`src/rtl/lcd_cmd_seq.sv`:
```
// lcd_cmd_seq: buffers host opcodes in a small FIFO and issues them to the LCD
// controller one at a time when it is not busy. Issuing the write-back opcode
// ends the sequence; done from the controller then raises seq_done until reset.
module lcd_cmd_seq #(
    parameter int unsigned DEPTH = 8,
    parameter int unsigned AW    = 3
) (
    input  logic          clk,
    input  logic          reset,
    input  logic [2:0]    host_cmd,
    input  logic          host_valid,
    output logic          host_ready,
    input  logic          busy,
    input  logic          done,
    output logic [2:0]    cmd,
    output logic          cmd_valid,
    output logic [AW:0]   fifo_cnt,
    output logic [7:0]    issued_cnt,
    output logic          seq_done
);

    localparam int unsigned CW = AW + 1;

    typedef enum logic [2:0] {
        S_IDLE,
        S_ISSUE,
        S_GAP,
        S_WAIT_DONE,
        S_FINISH
    } state_t;

    state_t        state_q;
    state_t        state_d;

    logic [2:0]    mem [DEPTH];
    logic [AW-1:0] wr_ptr;
    logic [AW-1:0] rd_ptr;
    logic [AW:0]   count;
    logic          closed;

    logic          full;
    logic          empty;
    logic          push;
    logic          pop;

    // Handshake and FIFO status, all derived from registered state only
    always_comb begin
        full       = (count == CW'(DEPTH));
        empty      = (count == '0);
        host_ready = ~full & ~closed & ~seq_done;
        push       = host_valid & host_ready;
        pop        = (state_q == S_IDLE) & ~empty & ~busy;
        fifo_cnt   = count;
    end

    // State register
    always_ff @(posedge clk) begin
        if (reset) begin
            state_q <= S_IDLE;
        end else begin
            state_q <= state_d;
        end
    end

    // Next-state logic; busy is only looked at in IDLE, done only in WAIT_DONE
    always_comb begin
        state_d = state_q;
        case (state_q)
            S_IDLE:      if (pop) state_d = S_ISSUE;
            S_ISSUE:     state_d = (cmd == 3'd0) ? S_WAIT_DONE : S_GAP;
            S_GAP:       state_d = S_IDLE;
            S_WAIT_DONE: if (done) state_d = S_FINISH;
            S_FINISH:    state_d = S_FINISH;
            default:     state_d = S_IDLE;
        endcase
    end

    // FIFO storage; contents need no reset since count gates every read
    always_ff @(posedge clk) begin
        if (push) begin
            mem[wr_ptr] <= host_cmd;
        end
    end

    // FIFO pointers and occupancy; pointers wrap naturally at DEPTH
    always_ff @(posedge clk) begin
        if (reset) begin
            wr_ptr <= '0;
            rd_ptr <= '0;
            count  <= '0;
        end else begin
            if (push) wr_ptr <= wr_ptr + AW'(1);
            if (pop)  rd_ptr <= rd_ptr + AW'(1);
            case ({push, pop})
                2'b10:   count <= count + CW'(1);
                2'b01:   count <= count - CW'(1);
                default: count <= count;
            endcase
        end
    end

    // Write-back opcode closes the sequence to further host input
    always_ff @(posedge clk) begin
        if (reset) begin
            closed <= 1'b0;
        end else if (push && (host_cmd == 3'd0)) begin
            closed <= 1'b1;
        end
    end

    // Registered controller-facing outputs; the strobe is high exactly in ISSUE
    always_ff @(posedge clk) begin
        if (reset) begin
            cmd        <= 3'd0;
            cmd_valid  <= 1'b0;
            issued_cnt <= 8'd0;
            seq_done   <= 1'b0;
        end else begin
            cmd_valid <= (state_d == S_ISSUE);
            if (pop) begin
                cmd <= mem[rd_ptr];
                if (issued_cnt != 8'hFF) begin
                    issued_cnt <= issued_cnt + 8'd1;
                end
            end
            if ((state_q == S_WAIT_DONE) && done) begin
                seq_done <= 1'b1;
            end
        end
    end

endmodule

```
`config.mk`:
```
export PLATFORM = sky130hd
export DESIGN_NAME = lcd_cmd_seq
export DESIGN_NICKNAME = d
export VERILOG_FILES = /design/src/rtl/lcd_cmd_seq.sv
export SDC_FILE = /design/constraint.sdc
export NUM_CORES = 1
export LEC_CHECK = 0
export CORE_MARGIN = 3
export CORE_UTILIZATION = 59
export DETAILED_ROUTE_END_ITERATION = 6
export GPL_TIMING_DRIVEN = 0
export PLACE_DENSITY_LB_ADDON = 0.08
export SLEW_MARGIN = 5
export SYNTH_ARGS = -nofsm -noshare
export SYNTH_HDL_FRONTEND = slang
export SYNTH_SLANG_ARGS = --single-unit
```
`constraint.sdc`:
```
create_clock -name clk -period 4.1 [get_ports clk]
set_input_delay 1.025 -clock clk [delete_from_list [all_inputs] [get_ports clk]]
set_output_delay 1.025 -clock clk [all_outputs]
set_load 0.02 [all_outputs]
```
==> flow_summary.ini <==
[final_layout]
area_growth_pct = 17.9
final_util = 0.746
n_fill_cell = 262
drive_gt1_frac = 0.107
final_common_cell = dfxtp_1
antenna_cells = 0
final_cell_mix = dfxtp_1, clkdlybuf4s50_1, edfxtp_1, nor2_1, a21oi_1
nets = 228

[routing]
remaining_drc_errors = 0
drt-initial-drc-count = 48
ant_nets = 0
num_vias = 1522
via_per_inst = 5.83
drtPass1Iterations = 4
drt-total-wl_mm = 4.34
wl_per_cell_um = 16.6

[cts]
cts_max_level = 2
holdBufCountCts = 0
cts_sinks = 51
cts_setup_buffers = 0
cts_made_buffers = 5
clk_path_buf_depth = 2
cts_resized = 0
clk_pin_slew_ns = 0.10
cts_tree = built
cts_root_buf = clkbuf_8
clock_latency_ns = 0.30

[setup_path]
critPathMaxStageDelay_ns = 0.44
setup.worst_path.start = busy
path_class = input port to flip-flop
cp.arrival_ns = 3.51
path_cells = clkdlybuf4s50_1 > nor4_4 > nand2_2 > buf_6 > inv_2 > ha_1 > xor2_1 > ha_1 > a21oi_1 > xor2_1 > or3_1 > a21oi_1
cp_slowest_cell = clkdlybuf4s50_1
r2r_start = fifo_cnt[0]
cp-end-kind = flip-flop
path_buf_inv = 3
worst_setup_path_start_kind = input port
cp.required_ns = 4.34
crit_family = simple AND/OR/NAND/NOR gates
worstPathMaxFanout = 10

[placed_design]
io_buffers = 24
gp_congestion = 0.810
hpwl_mm = 3.36

[grt]
antenna_found_initial = 0
grt-ovfl-total = 0
grt_first_pass_wirelength_mm = 7.13
grt_max_degree = 19
grt_pass1_vias = 1543
grt_usage = 0.222

[synthesis]
synth_edf_count = 24
synthArstFlopShare = 0
yosysWarnings = 0
syn_area_per_cell_sq_um = 12.0
ys_ff_latch = 51
synth_area_sq_mm = 0.00219
seq_area_frac_synth = 0.575
synth_cell_types = 38
syn_nets = 197
synth_ff_type = dfxtp_1
synth_cells = 183

[die]
fp.dieW_um = 67.0
ioPinCount = 26
rows = 21
die-height_um = 67.0
core_sq_mm = 0.00347
start_util = 0.633
die_area_sq_mm = 0.00449

[hold_path]
hold_start = closed
min_path_type = flip-flop to flip-flop

[timing]
period_share = 0.800
clock-skew-final_ns = 0.00317
fmax_mhz = 305
tns_ns = 0
setup_viol = 0
period_minus_slack_ns = 3.28
grt_setup_unrepaired = no
relSlewSlack = 0.575
whs_ns = 0.463
final-hold-violation-count = 0
tightest_slew_ns = 0.632
finalMaxSlewViolations = 0

[flow_run]
maxCapViolations = 0

[power]
irDropWorstVdd_mv = 0.414
p_leak_nw = 0.882
total_power_w = 0.00159
power_density_mw_per_mm2 = 613

[outcome]
status = complete, no violations
==> area by class of cell <==
cell class                      instances  area, sq um  share of cell area
Buffer                                  7         35.0              0.0135
Tap cell                               46         57.6              0.0222
Timing Repair Buffer                   24          240              0.0928
Inverter                                2         7.51             0.00290
Multi-Input combinational cell        123          891               0.344
Clock inverter                          3         26.3              0.0102
Sequential cell                        51         1260               0.487
Clock buffer                            5         68.8              0.0266
==> logic make-up after synthesis <==
kind of cell	Yosys count	share of synthesized area
mux	13	0.0941
simple gates	68	0.167
fa+ha+maj	6	0.0342
xor+xnor	9	0.0359
compound gates	27	0.0747
buf+inv	9	0.0194
flops	51	0.575
==> sequential cells by signal, summed over array words and instances, names as in the netlist <==
name and count:
closed 1, cmd 3, cmd_valid 1, fifo_cnt 4, issued_cnt 8, mem 24, rd_ptr 3, seq_done 1
state_q 3, wr_ptr 3
==> cell usage after synthesis, drive strengths merged, types with 3 or more instances <==
| cell | count | area (sq um) |
|---|---|---|
| a211oi | 3 | 22.5 |
| a21oi | 11 | 55.1 |
| clkbuf | 5 | 18.8 |
| dfxtp | 27 | 541 |
| edfxtp | 24 | 721 |
| ha | 6 | 75.1 |
| mux2i | 6 | 60.1 |
| mux4 | 6 | 135 |
| nand2 | 9 | 36.3 |
| nand2b | 3 | 18.8 |
| nand3 | 6 | 35.0 |
| nor2 | 23 | 86.3 |
| nor2b | 6 | 37.5 |
| nor3 | 4 | 20.0 |
| nor4 | 3 | 33.8 |
| o21ai | 5 | 25.0 |
| or3 | 5 | 31.3 |
| or4 | 4 | 30.0 |
| xor2 | 8 | 70.1 |
==> worst paths after layout <==
path,endpoint,slack (ns),depth (start not counted)
max,fifo_cnt[2],0.82,12
max reg2reg,fifo_cnt[3],1.31,8
min reg2reg,closed,0.46,2
min,closed,0.46,2
==> report_power, final <==
group	total (W)	switching (W)	internal (W)
clock	0.000303	0.000176	0.000127
sequential	0.000690	0.0000791	0.000611
combinational	0.000594	0.000316	0.000278
total	0.00159	0.000571	0.00102
==> layer usage <==
metal	GRT usage	part of all wire	vias to the layer above
met5	0	0	-
met4	0.106	0.024	0
met3	0.0438	0.050	13
met2	0.408	0.53	42
met1	0.240	0.40	726
li1	-	-	741
==> stage by stage <==
step | cell area, sq um | setup WS (ns) | std cells
after floorplan | 2190 | 1.19 | 183
after global placement | 2490 | 0.550 | 253
after detailed placement | 2490 | 0.512 | 253
after CTS | 2590 | 0.810 | 261
after global routing | 2590 | 0.642 | 261
final | 2590 | 0.822 | 261
==> worst register-to-register path, stage by stage (launching register included) <==
cell	delay [ns]
dfxtp_1	0.38
or4_1	0.64
nand2_2	0.13
buf_6	0.14
inv_2	0.10
ha_1	0.38
or3_1	0.39
o32ai_1	0.16
mux2_2	0.37
(Power assumes the default switching activity.)
